<file path="src/rtl/magic_pkg.sv">
`default_nettype none
// ============================================================================
// Module   : magic_pkg
// Brief    : Shared opcodes, instruction layout and FSM states for the MAGIC
//            NOR/NOT sequential evaluation engine.
// Revision : 1.0
// ============================================================================
package magic_pkg;

    localparam int C_NCELLS     = 32;
    localparam int C_PROG_DEPTH = 64;
    localparam int C_CW         = $clog2(C_NCELLS);
    localparam int C_AW         = $clog2(C_PROG_DEPTH);

    typedef enum logic [1:0] {
        OP_INIT = 2'b00,
        OP_NOT  = 2'b01,
        OP_NOR  = 2'b10,
        OP_HALT = 2'b11
    } op_e;

    typedef struct packed {
        op_e              op;
        logic [C_CW-1:0]  dst;
        logic [C_CW-1:0]  srca;
        logic [C_CW-1:0]  srcb;
    } instr_t;

    typedef enum logic [1:0] {
        S_IDLE  = 2'd0,
        S_FETCH = 2'd1,
        S_EXEC  = 2'd2,
        S_DONE  = 2'd3
    } state_e;

    // Range check on a zero-extended index; avoids constant-compare warnings
    // when the index field exactly spans the cell array.
    function automatic logic idx_ok(input logic [31:0] idx, input int unsigned n);
        return (idx < n);
    endfunction

endpackage
`default_nettype wire

</file>
<file path="src/rtl/magic_nor_executor_if.sv">
`default_nettype none
// ============================================================================
// Module   : magic_nor_executor_if
// Brief    : Program-load / run-control / result bundle of the MAGIC engine.
// Revision : 1.0
// ============================================================================
interface magic_nor_executor_if #(
    parameter int NCELLS     = 32,
    parameter int PROG_DEPTH = 64
);
    localparam int CW = $clog2(NCELLS);
    localparam int AW = $clog2(PROG_DEPTH);

    logic                prog_we;
    logic [AW-1:0]       prog_addr;
    logic [2+3*CW-1:0]   prog_wdata;
    logic [AW:0]         prog_len;
    logic                start;
    logic [NCELLS-1:0]   in_bits;

    logic                busy;
    logic                done;
    logic                err;
    logic [AW-1:0]       err_pc;
    logic [NCELLS-1:0]   cells;

    modport master (
        output prog_we, prog_addr, prog_wdata, prog_len, start, in_bits,
        input  busy, done, err, err_pc, cells
    );

    modport slave (
        input  prog_we, prog_addr, prog_wdata, prog_len, start, in_bits,
        output busy, done, err, err_pc, cells
    );
endinterface
`default_nettype wire

</file>
<file path="src/rtl/magic_prog_mem.sv">
`default_nettype none
// ============================================================================
// Module   : magic_prog_mem
// Brief    : Instruction RAM, one write port and one synchronous read port.
// Revision : 1.0
// ============================================================================
module magic_prog_mem #(
    parameter int DEPTH = 64,
    parameter int WIDTH = 17,
    parameter int AW    = 6
) (
    input  logic             clk,
    input  logic             i_we,
    input  logic [AW-1:0]    i_waddr,
    input  logic [WIDTH-1:0] i_wdata,
    input  logic             i_re,
    input  logic [AW-1:0]    i_raddr,
    output logic [WIDTH-1:0] o_rdata
);

    // Contents deliberately survive rst_n so a program outlives a run abort.
    logic [WIDTH-1:0] r_mem [DEPTH];
    logic [WIDTH-1:0] r_rdata;

    always_ff @(posedge clk) begin
        if (i_we) begin
            r_mem[i_waddr] <= i_wdata;
        end
        if (i_re) begin
            r_rdata <= r_mem[i_raddr];
        end
    end

    assign o_rdata = r_rdata;

endmodule
`default_nettype wire

</file>
<file path="src/rtl/magic_nor_executor.sv">
`default_nettype none
// ============================================================================
// Module   : magic_nor_executor
// Brief    : Replays a NOR/NOT-mapped netlist one MAGIC init/evaluate step at a
//            time on a modelled memristor array, trapping illegal operations.
// Revision : 1.0
// ============================================================================
module magic_nor_executor
    import magic_pkg::*;
#(
    parameter int NCELLS     = 32,
    parameter int PROG_DEPTH = 64
) (
    input  logic                    clk,
    input  logic                    rst_n,
    magic_nor_executor_if.slave     bus
);

    localparam int CW = $clog2(NCELLS);
    localparam int AW = $clog2(PROG_DEPTH);
    localparam int IW = 2 + 3*CW;
    localparam logic [AW:0] C_DEPTH = (AW+1)'(PROG_DEPTH);
    localparam logic [AW:0] C_ONE   = (AW+1)'(1);

    state_e             r_state;
    logic [NCELLS-1:0]  r_cells;
    logic [NCELLS-1:0]  r_init;
    logic [AW-1:0]      r_pc;
    logic [AW-1:0]      r_err_pc;
    logic [AW:0]        r_len;
    logic               r_busy;
    logic               r_done;
    logic               r_err;

    logic [IW-1:0]      w_rdata;
    op_e                w_op;
    logic [CW-1:0]      w_dst;
    logic [CW-1:0]      w_srca;
    logic [CW-1:0]      w_srcb;
    logic               w_dst_ok;
    logic               w_a_ok;
    logic               w_b_ok;
    logic               w_illegal;
    logic               w_new_bit;
    logic               w_last;
    logic [AW:0]        w_len_clamp;
    logic               w_mem_we;
    logic               w_mem_re;

    assign w_mem_we = bus.prog_we & ~r_busy;
    assign w_mem_re = (r_state == S_FETCH);

    magic_prog_mem #(
        .DEPTH (PROG_DEPTH),
        .WIDTH (IW),
        .AW    (AW)
    ) u_prog_mem (
        .clk     (clk),
        .i_we    (w_mem_we),
        .i_waddr (bus.prog_addr),
        .i_wdata (bus.prog_wdata),
        .i_re    (w_mem_re),
        .i_raddr (r_pc),
        .o_rdata (w_rdata)
    );

    assign w_op   = op_e'(w_rdata[IW-1 -: 2]);
    assign w_dst  = w_rdata[3*CW-1 -: CW];
    assign w_srca = w_rdata[2*CW-1 -: CW];
    assign w_srcb = w_rdata[CW-1:0];

    assign w_dst_ok = idx_ok(32'(w_dst),  NCELLS);
    assign w_a_ok   = idx_ok(32'(w_srca), NCELLS);
    assign w_b_ok   = idx_ok(32'(w_srcb), NCELLS);

    assign w_last      = ({1'b0, r_pc} == (r_len - C_ONE));
    assign w_len_clamp = (bus.prog_len > C_DEPTH) ? C_DEPTH : bus.prog_len;

    // MAGIC legality: evaluated dst must be freshly initialised and never
    // alias one of its own operands.
    always_comb begin
        w_illegal = 1'b0;
        w_new_bit = 1'b0;
        case (w_op)
            OP_INIT: begin
                w_illegal = !w_dst_ok;
                w_new_bit = 1'b1;
            end
            OP_NOT: begin
                w_illegal = !w_dst_ok || !w_a_ok || !r_init[w_dst] ||
                            (w_dst == w_srca);
                w_new_bit = r_cells[w_dst] & ~r_cells[w_srca];
            end
            OP_NOR: begin
                w_illegal = !w_dst_ok || !w_a_ok || !w_b_ok || !r_init[w_dst] ||
                            (w_dst == w_srca) || (w_dst == w_srcb);
                w_new_bit = r_cells[w_dst] & ~(r_cells[w_srca] | r_cells[w_srcb]);
            end
            default: begin
                w_illegal = 1'b0;
                w_new_bit = 1'b0;
            end
        endcase
    end

    always_ff @(posedge clk or negedge rst_n) begin
        if (!rst_n) begin
            r_state  <= S_IDLE;
            r_cells  <= '0;
            r_init   <= '0;
            r_pc     <= '0;
            r_err_pc <= '0;
            r_len    <= '0;
            r_busy   <= 1'b0;
            r_done   <= 1'b0;
            r_err    <= 1'b0;
        end else begin
            r_done <= 1'b0;
            case (r_state)
                S_IDLE: begin
                    if (bus.start) begin
                        r_cells  <= bus.in_bits;
                        r_init   <= '0;
                        r_pc     <= '0;
                        r_err    <= 1'b0;
                        r_err_pc <= '0;
                        r_len    <= w_len_clamp;
                        r_busy   <= 1'b1;
                        r_state  <= (bus.prog_len == '0) ? S_DONE : S_FETCH;
                    end
                end
                S_FETCH: begin
                    r_state <= S_EXEC;
                end
                S_EXEC: begin
                    if (w_illegal) begin
                        r_err    <= 1'b1;
                        r_err_pc <= r_pc;
                        r_state  <= S_DONE;
                    end else begin
                        if (w_op != OP_HALT) begin
                            r_cells[w_dst] <= w_new_bit;
                            r_init[w_dst]  <= (w_op == OP_INIT);
                        end
                        if ((w_op == OP_HALT) || w_last) begin
                            r_state <= S_DONE;
                        end else begin
                            r_pc    <= r_pc + 1'b1;
                            r_state <= S_FETCH;
                        end
                    end
                end
                S_DONE: begin
                    r_done  <= 1'b1;
                    r_busy  <= 1'b0;
                    r_state <= S_IDLE;
                end
                default: begin
                    r_state <= S_IDLE;
                end
            endcase
        end
    end

    assign bus.busy   = r_busy;
    assign bus.done   = r_done;
    assign bus.err    = r_err;
    assign bus.err_pc = r_err_pc;
    assign bus.cells  = r_cells;

endmodule
`default_nettype wire

</file>
<file path="src/flat_wrapper.sv">
// flat-port wrapper written by rule: the top's interface ports become plain ports
module magic_nor_executor_flat import magic_pkg::*;
#(
    parameter int NCELLS     = 32,
    parameter int PROG_DEPTH = 64
)
  (clk, rst_n, bus_prog_we, bus_prog_addr, bus_prog_wdata, bus_prog_len, bus_start, bus_in_bits, bus_busy, bus_done, bus_err, bus_err_pc, bus_cells);
  magic_nor_executor_if #(.NCELLS(NCELLS), .PROG_DEPTH(PROG_DEPTH)) bus_i ();
  input  logic clk;
  input  logic rst_n;
  input wire logic [$bits(bus_i.prog_we)-1:0] bus_prog_we;
  input wire logic [$bits(bus_i.prog_addr)-1:0] bus_prog_addr;
  input wire logic [$bits(bus_i.prog_wdata)-1:0] bus_prog_wdata;
  input wire logic [$bits(bus_i.prog_len)-1:0] bus_prog_len;
  input wire logic [$bits(bus_i.start)-1:0] bus_start;
  input wire logic [$bits(bus_i.in_bits)-1:0] bus_in_bits;
  output wire logic [$bits(bus_i.busy)-1:0] bus_busy;
  output wire logic [$bits(bus_i.done)-1:0] bus_done;
  output wire logic [$bits(bus_i.err)-1:0] bus_err;
  output wire logic [$bits(bus_i.err_pc)-1:0] bus_err_pc;
  output wire logic [$bits(bus_i.cells)-1:0] bus_cells;
  assign bus_i.prog_we = bus_prog_we;
  assign bus_i.prog_addr = bus_prog_addr;
  assign bus_i.prog_wdata = bus_prog_wdata;
  assign bus_i.prog_len = bus_prog_len;
  assign bus_i.start = bus_start;
  assign bus_i.in_bits = bus_in_bits;
  assign bus_busy = bus_i.busy;
  assign bus_done = bus_i.done;
  assign bus_err = bus_i.err;
  assign bus_err_pc = bus_i.err_pc;
  assign bus_cells = bus_i.cells;
  magic_nor_executor #(.NCELLS(NCELLS), .PROG_DEPTH(PROG_DEPTH)) u_core (.clk(clk), .rst_n(rst_n), .bus(bus_i));
endmodule
</file>
<file path="config.mk">
export PLATFORM = sky130hd
export DESIGN_NAME = magic_nor_executor_flat
export DESIGN_NICKNAME = d
export VERILOG_FILES = /design/src/rtl/magic_pkg.sv /design/src/rtl/magic_nor_executor_if.sv /design/src/rtl/magic_prog_mem.sv /design/src/rtl/magic_nor_executor.sv /design/src/flat_wrapper.sv
export SDC_FILE = /design/constraint.sdc
export NUM_CORES = 1
export LEC_CHECK = 0
export BUFFER_PORTS_ARGS = -buffer_cell sky130_fd_sc_hd__clkbuf_2
export CELL_PAD_IN_SITES_DETAIL_PLACEMENT = 1
export CELL_PAD_IN_SITES_GLOBAL_PLACEMENT = 2
export CORE_MARGIN = 2
export CORE_UTILIZATION = 45
export CTS_BUF_LIST = sky130_fd_sc_hd__clkbuf_8
export DETAILED_ROUTE_END_ITERATION = 8
export PLACE_DENSITY_LB_ADDON = 0.1
export SETUP_SLACK_MARGIN = 0.05
export SLEW_MARGIN = 20
export SYNTH_ARGS = -nofsm -noshare
export SYNTH_HDL_FRONTEND = slang
export SYNTH_SLANG_ARGS = --single-unit
</file>
<file path="constraint.sdc">
create_clock -name clk -period 3.9 [get_ports clk]
set_clock_uncertainty 0.15 [all_clocks]
set_input_delay 0.975 -clock clk [delete_from_list [all_inputs] [get_ports clk]]
set_output_delay 0.975 -clock clk [all_outputs]
set_load 0.02 [all_outputs]
</file>
==> results of run 1 <==
-- layout make-up --
type / count / area, µm² / share of cell area
antenna: 1 / 2.50 / 0.0000461
clock buffer: 202 / 2780 / 0.0512
tap: 1391 / 1740 / 0.0321
timing repair buffer: 255 / 1900 / 0.0350
clock inverter: 145 / 634 / 0.0117
multi-input combinational: 869 / 11800 / 0.218
sequential: 1193 / 35400 / 0.652
inverter: 7 / 26.3 / 0.000484
-- registers in the layout (all words and copies together) (netlist names), 2 cells and up --
name,count
u_core.bus.err_pc,6
u_core.r_init,32
u_core.r_state,2
u_core.r_pc,6
u_core.bus.cells,32
u_core.u_prog_mem.o_rdata,17
u_core.u_prog_mem.r_mem,1088
u_core.r_len,7
-- Yosys cell counts, types with 5 or more instances --
master,count
a21o_1,26
a21oi_1,46
a22o_1,6
a22oi_1,5
a31oi_1,5
a32o_1,27
buf_1,16
buf_2,30
clkbuf_1,84
dfrtp_1,88
edfxtp_1,1105
ha_1,7
inv_1,7
mux2_2,12
mux2i_1,14
mux4_1,7
mux4_2,374
nand2_1,71
nand2b_1,5
nand3_1,12
nand3b_1,10
nor2_1,77
nor2b_1,8
nor3_1,6
o21ai_0,33
o21ai_1,31
o2bb2ai_1,24
or3_1,7
xnor2_1,10
xor2_1,8
-- worst min-delay path by stage --
stage,start,end,slack (ns),cells after the start
global placement,u_core.bus.err,u_core.bus.err,0.31,1
finish,bus_prog_len[5],u_core.r_len[5],0.21,3
detailed placement,u_core.r_init[31],u_core.r_init[31],0.32,1
CTS,bus_prog_len[5],u_core.r_len[5],0.11,3
floorplan,u_core.r_init[10],u_core.r_init[10],0.30,1
global route,bus_prog_len[3],u_core.r_len[3],0.16,3
-- power groups by stage --
stage | clock network [µW] | logic, µW | registers (µW)
detailed placement | 0 | 5890 | 15400
global placement | 0 | 5710 | 15400
floorplan | 0 | 3790 | 15100
global route | 10500 | 6250 | 15200
finish | 9700 | 5840 | 15100
CTS | 10000 | 5910 | 15100
-- routing by layer --
layer | share of wire | routed length, µm | global-route usage | up-vias
met5 | 0.00010 | 13 | 0 | -
met3 | 0.056 | 7180 | 0.0447 | 205
met1 | 0.42 | 54400 | 0.334 | 13200
met4 | 0.025 | 3260 | 0.0758 | 2
met2 | 0.50 | 64300 | 0.399 | 798
li1 | - | - | - | 9989
-- metrics by stage --
step / setup slack (ns) / hold WS [ns] / instances / util / area (µm²)
2_1_floorplan: 0.822 / 0.301 / 2204 / - / 47600
3_3_place_gp: 0.158 / 0.315 / 3711 / 0.483 / 50800
3_5_place_dp: 0.330 / 0.318 / 3713 / 0.484 / 50900
4_1_cts: 0.338 / 0.112 / 4061 / 0.516 / 54300
5_1_grt: 0.324 / 0.163 / 4063 / 0.516 / 54300
6_report: 0.439 / 0.212 / 4063 / 0.516 / 54300
-- cells by family after synthesis --
logic type,after synthesis,synth area share
xor gates and xnor gates,18,0.00331
and+or+nand+nor,220,0.0216
AOI/OAI and AO/OA,217,0.0310
buffers and inverters,142,0.0127
muxes,407,0.187
DFF,1193,0.743
adders and majority gates,7,0.00184
-- tightest hold or removal path: cells and delay by family --
| family | cells | cell delay (ns) |
|---|---|---|
| buffers and inverters | 1 | 0.09 |
| AND/OR/NAND/NOR | 2 | 0.13 |
==> metrics.txt, run 1 <==
Mapped Area between 40000 and 50000 µm²; slowest CP cell dfrtp_4; first-pass iteration count of the detailed router 5; pins over their slew limit 0; critical path depth 5; Startpoint Class flop; post_cts resized 0; Post-CTS Setup Bufs 0; post-synthesis sequential area ratio 0.743; WL/cell roughly 32 µm; Tightest Hold Check Type in -> reg; post-synth top area share 0.697; WP data required 4.36 ns; commonest cells after routing, fill and taps aside edfxtp_1 (1105), mux4_2 (374), clkbuf_8 (202), buf_4 (128), clkbuf_2 (105); Area Overhead vs Synth 14.0%; PD cells roughly 560 nW/µm²; share of cells above drive strength 1 0.353; Setup violations, final 0; Syn Nets approximately 2300; Fillers 9378; TritonCTS Buffers just under 200; Power Total between 30000 and 40000 µW; nets 2593; post-route ant nets 0; switching share of power 0.285; status finished clean; CP Buf/Inv Count 2; Yosys reg bits about 1200; Hold Buf Count CTS 1; vias in the first global route between 20000 and 30000; FFs w/ async S/R, synth 0.0738; power share of the clock group 0.316; GPL Wtd Cong between 0.8 and 0.9; residual DRC count 0; via count 24200; ys flop type edfxtp_1; Via density between 5 and 6; final hold vios 0; Reg2Reg Depth 5; top cells by area, synth edfxtp_1 (70%), mux4_2 (18%), dfrtp_1 (4.6%); Combinational Power Share 0.191; Psw approximately 9000 µW; Worst Path Arrival 3.92 ns; CP Class reg -> reg; Flop pwr share 0.493; slowest cell delay on critical path around 0.61 ns; HPWL after DPL ~76000 µm; cell family with most CP delay multiplexers; commonest non-fill, non-tap cell in the layout edfxtp_1; Fin Setup TNS 0 ns; port bufs about 110; peak supply drop 314 µV; crit-path max FO 22; R2R setup slack 0.44 ns; maxcap violations 0; CP cell instances buf_4 > buf_4 > mux4_2 > mux4_2 > mux4_2; unrepaired setup endpoints after global routing no; Ys Warns 0; die width roughly 330 µm; distinct cell type count after synthesis 54; initial antenna violation count 8; # clock sinks approximately 1200; Mapped Avg Cell Area 21.6 µm²; first-pass GRT wire length between 150000 and 200000 µm; cell repeated most along the worst path mux4_2; area leader, netlist edfxtp_1; relative slew slack 0.336; post-layout min period 3.46 ns; final period utilization 0.887; Worst setup endpoint u_core.u_prog_mem.o_rdata[1]; die height around 330 µm; Pint approximately 22000 µW; f_max 0.289 GHz; r2r startpoint u_core.r_pc[0]; CTS root buf clkbuf_8; clk slew on worst S/H paths around 0.07 ns; Crit Reg-Reg Endpoint u_core.u_prog_mem.o_rdata[1]; CP startpoint u_core.r_pc[0]; Initial Util 0.453; Rows 119; leakage power around 0.017 µW; pin count of the biggest net entering global routing 69; Core Region roughly 110000 µm²; H-tree depth 4; I/O pin count between 100 and 150; Post-Synthesis Cells roughly 2200; GRT Residual Overflow 0; CTS tree yes; clk buf depth 3; worst skew pair latency around 0.87 ns; Worst-Margin Slew 0.996 ns; nature of the critical path endpoint flop; Starting DRT DRC Count roughly 2200; drt total wl about 130000 µm; GRT Overall Usage 0.243; die footprint 108000 µm²; Post-synth EDFFs between 1000 and 1500
(Power assumes the default switching activity.)
==> run 2, diff against run 1 <==
--- a/config.mk
+++ b/config.mk
@@ -9,7 +9,7 @@
 export CELL_PAD_IN_SITES_DETAIL_PLACEMENT = 1
 export CELL_PAD_IN_SITES_GLOBAL_PLACEMENT = 2
 export CORE_MARGIN = 2
-export CORE_UTILIZATION = 45
+export CORE_UTILIZATION = 52
 export CTS_BUF_LIST = sky130_fd_sc_hd__clkbuf_8
 export DETAILED_ROUTE_END_ITERATION = 8
 export PLACE_DENSITY_LB_ADDON = 0.1
==> metrics.txt, run 2 (synthesis gave the netlist of run 1 again) <==
initial antenna violation count 15 (+7); Combinational Power Share 0.188 (-0.003); Fillers 7630 (-19%); status finished clean; switching share of power 0.284 (-0.00155); Post-DP Area 50500 µm² (-0.67%); leakage power 0.0173 µW (-0.36%); nature of the critical path endpoint flop; fin area 54000 µm² (-0.62%); CP Class reg -> reg; die width 307 µm (-6.9%); pins over their slew limit 0 (unchanged); CTS root buf clkbuf_8; clk buf depth 3 (unchanged); HP Start bus_prog_len[2]; commonest non-fill, non-tap cell in the layout edfxtp_1; TritonCTS Buffers 191 (-1.5%); HPWL after DPL 75900 µm (-0.24%); WP data required 4.48 ns (+0.12 ns); Worst-Margin Slew 1.10 ns (+0.102 ns); Pint 21900 µW (about the same); CTS tree yes; Setup violations, final 0 (unchanged); Area Overhead vs Synth 13.3%; Rows 110 (-7.6%); GRT Overall Usage 0.276 (+0.0326); post-route ant nets 0 (unchanged); vias in the first global route 26200 (+1.2%); Worst Path Arrival 4.04 ns (+0.12 ns); via count 24400 (+1.0%); pin count of the biggest net entering global routing 70 (+1.4%); die height 307 µm (-6.9%); crit-path max FO 30 (+36%); Tightest Hold Check Type in -> reg; Reg with most FFs u_core.u_prog_mem.r_mem; Starting DRT DRC Count 2491 (+13%); worst skew pair latency 0.86 ns (about the same); port bufs 106 (unchanged); f_max 0.290 GHz (+0.23%); WL/cell 32.8 µm (+3.3%); Core Region 90400 µm² (-14%); maxcap violations 0 (unchanged); residual DRC count 0 (unchanged); power share of the clock group 0.318 (+0.002); H-tree depth 4 (unchanged); max reg flops 1088 (unchanged); die footprint 94000 µm² (-13%); final period utilization 0.885 (-0.00204); drt total wl 126000 µm (-2.2%); Via density 6.35 (+6.7%); Flop pwr share 0.494 (about the same); clk slew on worst S/H paths 0.06 ns (about the same); GRT Residual Overflow 0 (unchanged); PD cells 567 nW/µm² (+0.40%); Initial Util 0.527 (+0.0736); first-pass iteration count of the detailed router 5 (unchanged); final hold vios 0 (unchanged); commonest cells after routing, fill and taps aside edfxtp_1 (1105), mux4_2 (374), clkbuf_8 (199), buf_4 (129), clkbuf_2 (105); first-pass GRT wire length 184000 µm (-0.78%); I/O pin count 107 (unchanged); post-layout min period 3.45 ns (-0.00794 ns); r2r startpoint u_core.u_prog_mem.o_rdata[10]; # clock sinks 1193 (unchanged); GPL Wtd Cong 0.837 (+4.3%); Startpoint Class flop; share of cells above drive strength 1 0.356 (+0.00296); unrepaired setup endpoints after global routing no; Psw 8680 µW (-0.76%); Fin Setup TNS 0 ns (unchanged); CP startpoint u_core.u_prog_mem.o_rdata[10]; nets 2585 (-0.31%); post_cts resized 0 (unchanged); peak supply drop 339 µV (+7.9%); relative slew slack 0.268 (-0.0680)
[run 2: cell types whose count changed in the layout (fill, tap and decap cells not counted), moves of 4 or more]
cell        before  now
clkinv_2        12   25
buf_12          18   14
diode_2          1   10
clkinvlp_4       5    1
inv_1           71   54
[run 2: power groups by stage]
stage          clock (µW)  sequential (µW)  combinational (µW)
2_1_floorplan           0            15100                3790
3_3_place_gp            0            15300                5650
3_5_place_dp            0            15400                5820
4_1_cts              9940            15100                5830
5_1_grt             10500            15100                6170
6_report             9740            15100                5750
[run 2: area by class of cell]
type                            count  area [µm²]  share of cell area
Antenna cell                       10        25.0            0.000464
Clock inverter                    142         673              0.0125
Multi-Input combinational cell    869       11800               0.219
Inverter                            7        26.3            0.000487
Clock buffer                      199        2740              0.0508
Tap cell                         1176        1470              0.0273
Timing Repair Buffer              250        1810              0.0336
Sequential cell                  1193       35400               0.656
[run 2: critical path: stages (launching register included)]
cell and delay (ns):
edfxtp_1 0.84, mux4_2 0.63, a22o_1 0.25, a211o_1 0.40, o211ai_4 0.40, buf_4 0.38
a21o_1 0.11, o2bb2ai_1 0.13
[run 2: final timing paths]
check | slack (ns) | depth (start not counted) | endpoint
max | 0.45 | 7 | u_core.r_init[25]
min | 0.22 | 3 | u_core.r_len[2]
max reg2reg | 0.45 | 7 | u_core.r_init[25]
min reg2reg | 0.33 | 1 | u_core.bus.err
max in group asynchronous | 2.23 | 3 | u_core.r_init[25]
min in group asynchronous | 0.57 | 2 | u_core.bus.cells[13]
[run 2: stage by stage]
step / util / total power (µW) / cells / worst slack, ns / hold WS (ns)
2_1_floorplan: - / 18900 / 2204 / 0.822 / 0.301
3_3_place_gp: 0.558 / 21000 / 3493 / 0.499 / 0.311
3_5_place_dp: 0.559 / 21200 / 3494 / 0.453 / 0.329
4_1_cts: 0.596 / 30900 / 3836 / 0.427 / 0.143
5_1_grt: 0.597 / 31800 / 3846 / 0.315 / 0.208
6_report: 0.597 / 30600 / 3846 / 0.447 / 0.219
[run 2: timing repair]
item | CTS | global route
buffers inserted | 0 | 0
endpoints found under the hold margin | 46 | 0
hold buffers | 1 | 0
[run 2: layer usage]
layer,vias up,wire [µm],global-route usage
li1,9979,-,-
met1,13300,51200,0.384
met2,948,63000,0.448
met3,220,8790,0.0546
met4,12,3090,0.0837
met5,-,77,0
==> run 3, diff against run 2 <==
--- a/config.mk
+++ b/config.mk
@@ -11,7 +11,9 @@
 export CORE_MARGIN = 2
 export CORE_UTILIZATION = 52
 export CTS_BUF_LIST = sky130_fd_sc_hd__clkbuf_8
+export CTS_CLUSTER_SIZE = 20
 export DETAILED_ROUTE_END_ITERATION = 8
+export GPL_TIMING_DRIVEN = 0
 export PLACE_DENSITY_LB_ADDON = 0.1
 export SETUP_SLACK_MARGIN = 0.05
 export SLEW_MARGIN = 20
==> metrics.txt, run 3 (synthesis gave the netlist of run 1 again) <==
status finished, violations left; failing checks negative hold slack; Reg with most FFs u_core.u_prog_mem.r_mem; via count 24800 (+1.5%); # clock sinks 1193 (unchanged); TritonCTS Buffers 186 (-2.6%); HPWL after DPL 87800 µm (+16%); met1 GRT Util 0.402 (+0.0184); R2R setup slack 0.11 ns (-0.34 ns); GPL Wtd Cong 0.891 (+6.4%); relative slew slack 0.240 (-0.0281); Core Region 90400 µm² (unchanged); post-route ant nets 0 (unchanged); sequential cell area 35400 µm² (about the same); Setup violations, final 0 (unchanged); final hold vios 1 (+1); Reg2Reg Depth 6 (-1); GR Util met2 0.467 (+0.0188); share of cells above drive strength 1 0.332 (-0.0232); Fillers 7647 (+0.22%); f_max 0.264 GHz (-8.9%); Hold Buf Count CTS 0 (-1); Crit Reg-Reg Endpoint u_core.u_prog_mem.o_rdata[4]; Tightest Hold Check Type in -> async; nature of the critical path endpoint flop; crit-path max FO 10 (-67%); max reg flops 1088 (unchanged); CTS tree yes; Hold Slack -0.00162 ns (-0.221 ns); WL/cell 34.3 µm (+4.5%); pin count of the biggest net entering global routing 89 (+27%); Finished Core Util 0.597 (about the same); leakage power 0.0172 µW (-0.42%); Worst Path Arrival 4.24 ns (+0.20 ns); GRT Residual Overflow 0 (unchanged); Rows 110 (unchanged); clk buf depth 3 (unchanged); r2r startpoint u_core.r_pc[0]; Startpoint Class flop; Post-CTS Setup Bufs 0 (unchanged); die width 307 µm (unchanged); die height 307 µm (unchanged); met3 GRT Util 0.0567 (+0.00214); peak supply drop 362 µV (+6.9%); pins over their slew limit 0 (unchanged); Initial Util 0.527 (unchanged); WP data required 4.34 ns (-0.14 ns); maxcap violations 0 (unchanged); residual DRC count 0 (unchanged); CTS root buf clkbuf_8; post-layout min period 3.79 ns (+0.338 ns); initial antenna violation count 6 (-9); PD cells 570 nW/µm² (+0.43%); port bufs 103 (-2.8%); unrepaired setup endpoints after global routing yes; GRT Overall Usage 0.291 (+0.0154); commonest non-fill, non-tap cell in the layout edfxtp_1; Worst-Margin Slew 1.14 ns (+0.0390 ns); die footprint 94000 µm² (unchanged); clk slew on worst S/H paths 0.06 ns (about the same); first-pass GRT wire length 193000 µm (+4.6%); CP Class reg -> reg; Starting DRT DRC Count 2854 (+15%); I/O pin count 107 (unchanged); Area Overhead vs Synth 13.3% (about the same); Power Total 30700 µW (+0.44%); drt total wl 133000 µm (+5.1%); vias in the first global route 26600 (+1.6%); footprint of the multi-input gates 11900 µm² (+0.70%); final period utilization 0.972 (+0.0867); first-pass iteration count of the detailed router 5 (unchanged); nets 2613 (+1.1%); Via density 6.41 (+0.86%); commonest cells after routing, fill and taps aside edfxtp_1 (1105), mux4_2 (374), clkbuf_8 (189), clkbuf_2 (109), dfrtp_1 (88); worst skew pair latency 0.90 ns (+0.04 ns); GR peak layer met2; H-tree depth 4 (unchanged)
## run 3: cell types whose count changed in the layout (fill, tap and decap cells not counted), moves of 13 or more
cell      change
buf_8        +22
nor2_2       -21
buf_2        +22
clkbuf_4     +23
buf_4       -119
nor2_4       +21
buf_12       -13
buf_6        +25
clkbuf_1     +57
inv_1        +25
## run 3: power by group
group          total [µW]  switching, µW  internal (µW)
logic                6300           3660           2630
clock network        9550           4960           4590
registers           14900            533          14400
## run 3: final cells by class
type | instances | share of cell area
repair buffers | 148 | 0.0219
diodes | 3 | 0.000139
multi-input cells | 869 | 0.220
flip-flops and latches | 1193 | 0.656
inverters | 7 | 0.000487
clock inverters | 152 | 0.0134
plain buffers | 135 | 0.0127
well taps | 1176 | 0.0273
clock buffers | 188 | 0.0479
## run 3: repair_timing
action,in CTS,in global routing
endpoints found under the hold margin,0,0
endpoints found under the setup margin,23,5
gates resized for setup,48,4
## run 3: worst max path at each step
| stage | startpoint | to | slack, ns | cells past startpoint |
|---|---|---|---|---|
| after floorplan | bus_prog_addr[4] | u_core.u_prog_mem.r_mem[16][0] | 0.82 | 4 |
| after global placement | bus_prog_addr[0] | u_core.u_prog_mem.r_mem[62][8] | -1.10 | 4 |
| after detailed placement | u_core.r_pc[0] | u_core.u_prog_mem.o_rdata[14] | -0.89 | 6 |
| after CTS | u_core.r_pc[0] | u_core.u_prog_mem.o_rdata[4] | 0.09 | 6 |
| after global routing | u_core.r_pc[0] | u_core.u_prog_mem.o_rdata[12] | 0.05 | 6 |
| final | u_core.r_pc[0] | u_core.u_prog_mem.o_rdata[4] | 0.11 | 6 |
## run 3: stage by stage
| stage | hold WS (ns) | cells | cell area (µm²) | setup TNS (ns) | setup WS, ns |
|---|---|---|---|---|---|
| after detailed placement | 0.321 | 3528 | 50500 | -58.37 | -0.895 |
| after global placement | 0.318 | 3483 | 49600 | -496.49 | -1.10 |
| after global routing | 0.0822 | 3870 | 54000 | 0 | 0.0486 |
| final | -0.00162 | 3871 | 54000 | 0 | 0.109 |
| after CTS | 0.0157 | 3868 | 53900 | 0 | 0.0928 |
| after floorplan | 0.301 | 2204 | 47600 | 0 | 0.822 |
## run 3: worst max-delay path: stages, from the launching register on
cell	delay [ns]
dfrtp_1	0.37
clkbuf_2	0.37
clkbuf_4	0.43
buf_2	0.42
mux4_2	0.62
mux4_2	0.61
mux4_2	0.55
## run 3: per-layer routing
metal | vias to the layer above | wire, µm
li1 | 10000 | -
met1 | 13400 | 53400
met2 | 1122 | 64900
met3 | 241 | 9780
met4 | 6 | 4620
met5 | - | 43
